## src/rtl/uart_cmd_ctrl.sv

```systemverilog
// Command frame parser behind the UART receiver: decodes checksummed 7-byte
// frames into the NCO frequency, demod mode and gain registers.
module uart_cmd_ctrl #(
  parameter int          TIMEOUT_CLKS = 23100,
  parameter logic [31:0] FREQ_RESET   = 32'h0000_0000,
  parameter logic [7:0]  MODE_RESET   = 8'h00,
  parameter logic [7:0]  GAIN_RESET   = 8'h10
) (
  input  logic        osc_clk,
  input  logic        rst,
  input  logic        i_rx_dv,
  input  logic [7:0]  i_rx_byte,
  output logic [31:0] o_freq_word,
  output logic [7:0]  o_mode,
  output logic [7:0]  o_gain,
  output logic        o_cfg_upd,
  output logic        o_err,
  output logic [7:0]  o_err_cnt
);

  localparam logic [7:0]  SYNC_BYTE = 8'hA5;
  localparam logic [15:0] GAP_LIMIT = 16'(TIMEOUT_CLKS - 1);

  typedef enum logic [2:0] {
    S_IDLE,
    S_ADDR,
    S_DATA,
    S_CHK,
    S_COMMIT
  } state_t;

  state_t      state;
  logic [15:0] gap_cnt;
  logic [7:0]  addr_q;
  logic [7:0]  run_xor;
  logic [31:0] shift_q;
  logic [1:0]  data_idx;

  logic in_frame;
  logic timeout;
  logic chk_ok;
  logic err_evt;

  // A byte arriving on the expiry cycle wins, so timeout requires a quiet cycle.
  assign in_frame = (state == S_ADDR) || (state == S_DATA) || (state == S_CHK);
  assign timeout  = !i_rx_dv && (gap_cnt == GAP_LIMIT);
  assign chk_ok   = (i_rx_byte == run_xor) && (addr_q <= 8'h02);
  assign err_evt  = (in_frame && timeout) ||
                    ((state == S_CHK) && i_rx_dv && !chk_ok);

  always_ff @(posedge osc_clk or posedge rst) begin
    if (rst) begin
      state       <= S_IDLE;
      gap_cnt     <= '0;
      addr_q      <= '0;
      run_xor     <= '0;
      shift_q     <= '0;
      data_idx    <= '0;
      o_freq_word <= FREQ_RESET;
      o_mode      <= MODE_RESET;
      o_gain      <= GAIN_RESET;
      o_cfg_upd   <= 1'b0;
      o_err       <= 1'b0;
      o_err_cnt   <= '0;
    end else begin
      o_cfg_upd <= 1'b0;
      o_err     <= err_evt;
      if (err_evt && (o_err_cnt != 8'hFF)) o_err_cnt <= o_err_cnt + 8'd1;

      if (i_rx_dv)                  gap_cnt <= '0;
      else if (gap_cnt != 16'hFFFF) gap_cnt <= gap_cnt + 16'd1;

      case (state)
        S_IDLE: begin
          if (i_rx_dv && (i_rx_byte == SYNC_BYTE)) state <= S_ADDR;
        end
        S_ADDR: begin
          if (i_rx_dv) begin
            addr_q   <= i_rx_byte;
            run_xor  <= i_rx_byte;
            data_idx <= '0;
            state    <= S_DATA;
          end else if (timeout) begin
            state <= S_IDLE;
          end
        end
        S_DATA: begin
          if (i_rx_dv) begin
            shift_q  <= {shift_q[23:0], i_rx_byte};
            run_xor  <= run_xor ^ i_rx_byte;
            data_idx <= data_idx + 2'd1;
            if (data_idx == 2'd3) state <= S_CHK;
          end else if (timeout) begin
            state <= S_IDLE;
          end
        end
        S_CHK: begin
          if (i_rx_dv)      state <= chk_ok ? S_COMMIT : S_IDLE;
          else if (timeout) state <= S_IDLE;
        end
        S_COMMIT: begin
          case (addr_q)
            8'h00:   o_freq_word <= shift_q;
            8'h01:   o_mode      <= shift_q[7:0];
            8'h02:   o_gain      <= shift_q[7:0];
            default: ;
          endcase
          o_cfg_upd <= 1'b1;
          // A byte landing during commit is handled as if already idle.
          if (i_rx_dv && (i_rx_byte == SYNC_BYTE)) state <= S_ADDR;
          else                                     state <= S_IDLE;
        end
        default: state <= S_IDLE;
      endcase
    end
  end

endmodule
```

## config.mk

```make
export PLATFORM = sky130hd
export DESIGN_NAME = uart_cmd_ctrl
export DESIGN_NICKNAME = d
export VERILOG_FILES = /design/src/rtl/uart_cmd_ctrl.sv
export SDC_FILE = /design/constraint.sdc
export NUM_CORES = 1
export LEC_CHECK = 0
export CAP_MARGIN = 20
export CORE_MARGIN = 2
export CORE_UTILIZATION = 30
export CTS_BUF_LIST = sky130_fd_sc_hd__clkbuf_8 sky130_fd_sc_hd__clkbuf_16
export DETAILED_ROUTE_END_ITERATION = 16
export RECOVER_POWER = 100
export SLEW_MARGIN = 5
export SYNTH_ARGS = -nofsm -noshare
export SYNTH_HDL_FRONTEND = slang
export SYNTH_SLANG_ARGS = --single-unit
```

## constraint.sdc

```tcl
create_clock -name osc_clk -period 4.15 [get_ports osc_clk]
set_input_delay 0.415 -clock osc_clk [delete_from_list [all_inputs] [get_ports osc_clk]]
set_output_delay 0.415 -clock osc_clk [all_outputs]
set_load 0.02 [all_outputs]
```

* After elaboration in Yosys (flattened, before gate mapping)
Index checks and enable logic that the tools add are counted.
Cells by class: muxes and demuxes 18, bitwise gates (word level) 1, magnitude comparators 1, add/sub/neg operators 3, reduce and logical (&&, ||, !) cells 23, eq/ne operators 16
Operators by type and width (number):
- 16-bit 2-to-1 mux | 2
- 3-bit 2-to-1 mux | 7
- 16-bit by 1-bit adder with 16-bit output (second input constant) | 1
- 16-bit by 15-bit == test with 1-bit output (second input constant) | 1
- 8-bit 2-to-1 mux | 2
- 16-bit inequality test (second input constant) | 1
- 8-bit case mux with 2 select lines | 1
- 3-bit case mux with 5 select lines | 1
- 2-bit AND reduction | 6
- 8-bit by 1-bit adder with 8-bit output (second input constant) | 1
- 8-bit by 1-bit == test with 1-bit output (second input constant) | 1
- 8-bit by 2-bit == test with 1-bit output (second input constant) | 1
- 8-bit == test | 1
- 8-bit == test (second input constant) | 1
- 8-bit by 2-bit less-or-equal comparator with 1-bit output (second input constant) | 1
- 8-bit logical NOT | 1
- 8-bit inequality test (second input constant) | 1
- 8-bit bitwise XOR | 1
- 1-bit logical AND | 7
- 3-bit by 2-bit == test with 1-bit output (second input constant) | 2
- 2-bit inequality test (second input constant) | 3
- 2-bit 2-to-1 mux | 2
- 2-bit case mux with 2 select lines | 1
- 2-bit nonzero test | 2
- 10 further kinds | 14
Word-level totals: word-level logic and storage cells 74, flip-flop bits (word level) 127, input bits 11, output and inout port bits 58

* Logic depth before layout (Yosys ltp)
depth after elaboration 6, mapped depth 7, depth with buffers taken out 6

* Least setup slack after synthesis
No wires, ideal clock.
kind reg2reg, start register gap_cnt[0], end register o_err_cnt[6], arrival time 1.718 ns, path buffers 0, data required time 4.025 ns, clock period less this slack 1.843 ns, cell stages (with the launch flop) 7, slack 2.307 ns, setup time 0.125 ns, path through dfrtp_1 -> ha_1 -> and3_1 -> and3_1 -> nand3_2 -> a211oi_1 -> mux2_2
Between the ends: longest elaborated chain between the ends 5
RTL lines:
- from (decl) | RTL line 33 | logic [15:0] gap_cnt;
- from (signal assigned) | RTL line 71 | else if (gap_cnt != 16'hFFFF) gap_cnt <= gap_cnt + 16'd1;
- 16-bit by 15-bit == test with 1-bit output | RTL line 46 | assign timeout = !i_rx_dv && (gap_cnt == GAP_LIMIT);
- 1-bit logical AND | RTL line 46
- 1-bit logical AND | RTL line 48 | assign err_evt = (in_frame && timeout) ||
- 1-bit logical OR | RTL line 48
- 1-bit logical AND | RTL line 68 | if (err_evt && (o_err_cnt != 8'hFF)) o_err_cnt <= o_err_cnt + 8'd1;
- to (signal assigned) | RTL line 68
- to (decl) | RTL line 18 | output logic [7:0] o_err_cnt
Every way passes these cells. A chain may end at the register's enable or synchronous reset.

* Final worst setup path
start input i_rx_dv, end register data_idx[0]
Between the ends: longest elaborated chain between the ends 2, elaborated cells between the ends (all ways) 3, those cells by class 2 x eq/ne; 1 x reduce/logical
RTL lines:
- from (decl) | RTL line 11 | input logic i_rx_dv,
- 2-bit inequality test (no line)
- 3-bit AND reduction (no line) (*)
- to (signal assigned) | RTL line 91 | data_idx <= data_idx + 2'd1;
- to (decl) | RTL line 37 | logic [1:0] data_idx;
Every way passes the cells marked *; elsewhere a longest branch is shown, timed or not.

==> metrics.txt <==
R2R depth=5; Yosys reg bits=127; hold depth=1; Hold Violations, Final=0; CTS buffer count=17; vias per std cell=4.80; initial core utilization=a little under a third; Setup CP Type=in -> reg; hold buffers post-CTS=0; DP Area=0.00644 mm2; detailed placer's ending HPWL=roughly 8200 um; startpoint types=input port; synth warn=0; TritonCTS clock tree=done; design area=0.00700 mm2; leak pwr=between 3 and 4 nW; post-CTS sizing=0; initial antenna violation count=1; post-synthesis mux area share=13.0%; Clock Sinks=127; Max clock buf depth=2; critical-path maximum fanout=36; worst slew pin tran=~1.5 ns; wire length per cell=~15 um; Worst Clk Skew=around 0.0083 ns; Worst R2R Start=addr_q[3]$_DFFE_PP0P_; iteration count of the initial detailed-routing pass=4; number of global-route vias before repair=slightly below 4k; Tmin final=3.07 ns; WL final=12100 um; I/O pin cnt=slightly below 70; worst skew pair latency=0.42 ns; Setup crit end kind=flop; crit share post-route=73.9%; status=finished clean; layout cells sized above 1=17.9%; post-CTS setup buffers=0; CORE AREA=0.0180 mm2; max_cap viols=0; I/O Buffers=68; total gr overflow=0; r2r setup slk=1.65 ns; Hold Crit Endpoint=o_freq_word[18]$_DFFE_PP0P_; 1st-iter DRT viols=241; Adder-Cell Fraction of Synth Area=0.682%; syn_nets=509; Max Slew Vio Count=0; Power Dens Cells=546 mW/mm2; RePlAce Congestion=around 0.8; Worst Hold Launch=o_freq_word[18]$_DFFE_PP0P_; Root Buffer=clkbuf_16; Mapped Cells=495; Final ANT Viol Nets=0; maximum clock rate=326 MHz; Rel. slew slack=~1.5%; drt drc=0; largest family of logic cells by synthesized area=simple AND/OR/NAND/NOR gates; Inserted Diodes=0; Cell Area, Synth=around 0.0055 mm2; die width=139 um; Synth Area in Compound Gates=6.71%; Mean Syn Cell Area=11.1 um2; Total GRT Usage=13.1%; VDD IR max=0.386 mV; std cell rows=49; Hold WC Path Type=reg -> reg; setup tns final=0 ns; Seq/Total Area, Yosys=just under 60%; post-synthesis simple-gate area fraction=16.8%; largest net degree at the start of global routing=between 70 and 80; final setup fails=0; first-pass GRT wire length=20200 um; die height=139 um; Clock Pin Slew Worst Setup and Hold Paths=0.06 ns; RSZ-0062 raised after global routing=false; NumNets Final=~580; DIE AREA=0.0194 mm2; reg2reg end=o_err_cnt[5]$_DFFE_PP0P_; Layout area overhead=27.2%; worst path required time=4.39 ns; CTS H-Tree Depth=4; Yosys cell types=42; xor and xnor fraction of the mapped netlist area=3.34%; via count=3887; worst path arrival time=between 3 and 4 ns
how the worst max path moves through the flow:
stage | startpoint | to | slack [ns]
floorplan | rst | addr_q[0]$_DFFE_PP0P_ | 0.35
global route | i_rx_dv | data_idx[0]$_DFFE_PP0P_ | 0.76
detailed placement | i_rx_dv | data_idx[0]$_DFFE_PP0P_ | 1.26
global placement | i_rx_dv | data_idx[0]$_DFFE_PP0P_ | 1.35
CTS | i_rx_dv | data_idx[0]$_DFFE_PP0P_ | 1.72
finish | i_rx_dv | data_idx[0]$_DFFE_PP0P_ | 1.08
logic make-up (layout without fill, tap and decap cells):
logic type      Yosys count  count (layout)
simple gates            202             202
flops                   127             127
mux                      64              64
compound gates           55              55
buf+inv                  23             109
xor+xnor                 21              21
fa+ha+maj                 3               3
state kept, by name (all words and copies together), names as in the netlist:
name	count
addr_q	8
data_idx	2
gap_cnt	16
o_cfg_upd	1
o_err	1
o_err_cnt	8
o_freq_word	32
o_gain	8
o_mode	8
run_xor	8
shift_q	32
state	3
cell type report:
class	count	area [um2]
inverter	4	17.5
sequential	127	3180
clock buffer	18	439
multi-input combinational	345	2210
clock inverter	14	154
tap	229	287
timing repair buffer	73	711
fill	1731	11000
cells in the final DEF (no fill, tap or decap), drive strengths merged, types with 4 or more instances in the layout:
cell           instances
dfrtp                126
nand2                115
dlygate4sd3           61
mux2                  61
nor2                  32
clkbuf                20
nand3                 17
o21ai                 15
a21oi                 15
xor2                  12
a211oi                10
xnor2                  9
inv                    9
and3                   7
clkdlybuf4s50          7
nand4                  6
o211ai                 6
nand2b                 5
and2                   5
o2111ai                4
clkinv                 4
report_power, final:
| part | leakage (nW) | switching [mW] | total [mW] | internal [mW] |
|---|---|---|---|---|
| registers | 1.70 | 0.273 | 1.75 | 1.48 |
| clock network | 0.284 | 0.574 | 1.48 | 0.907 |
| logic | 1.43 | 0.338 | 0.591 | 0.253 |
| total | 3.41 | 1.19 | 3.82 | 2.64 |
Yosys cell counts, drive strengths merged:
cell type  count  area (um2)
and2           5        31.3
nand2b         5        31.3
or2            2        12.5
ha             3        37.5
o21ai         15        75.1
o31ai          2        28.8
nor3           2        15.0
o41ai          1        8.76
a21oi         15        78.8
mux2i          3        30.0
mux2          61         687
a211oi        10        75.1
o211ai         6        45.0
and4b          1        10.0
nand4          6        37.5
or3            1        6.26
xnor2          9        78.8
a21boi         1        7.51
and3           7        43.8
clkbuf        14        52.6
nor2b          2        12.5
nor2          32         123
inv            4        15.0
nand3         17        90.1
buf            5        25.0
o2111ai        4        35.0
nor4           2        33.8
a2111oi        1        15.0
or3b           1        8.76
dfrtp        126        3150
dfstp          1        26.3
nand2        115         432
nor4bb         1        10.0
and4           3        26.3
xor2          12         105
worst max-delay path, cell delays in order:
cell           delay (ns)
dlygate4sd3_1        1.09
nand2b_1             0.21
nor2_1               0.50
nand2_1              0.11
clkbuf_1             0.60
nand3_1              0.27
o21ai_0              0.10
per-layer routing:
metal,GRT usage (%),vias to the layer above,part of all wire [%]
met2,20.3,80,48
met5,0,-,0.11
met1,17.0,1927,46
met4,4.15,2,0.80
li1,-,1863,-
met3,5.13,15,5.5
through the flow:
step | hold slack, ns | std cells | setup WS (ns) | power, mW | utilization (%)
after floorplan | 0.440 | 495 | 0.352 | 2.14 | -
after global placement | 0.462 | 778 | 1.35 | 2.36 | 35.8
after detailed placement | 0.466 | 778 | 1.26 | 2.39 | 35.8
after CTS | 0.484 | 810 | 1.72 | 3.90 | 39.1
after global routing | 0.494 | 810 | 0.761 | 4.05 | 39.0
final | 0.481 | 810 | 1.08 | 3.82 | 39.0
Note: power is estimated with default switching activity, not from simulation.
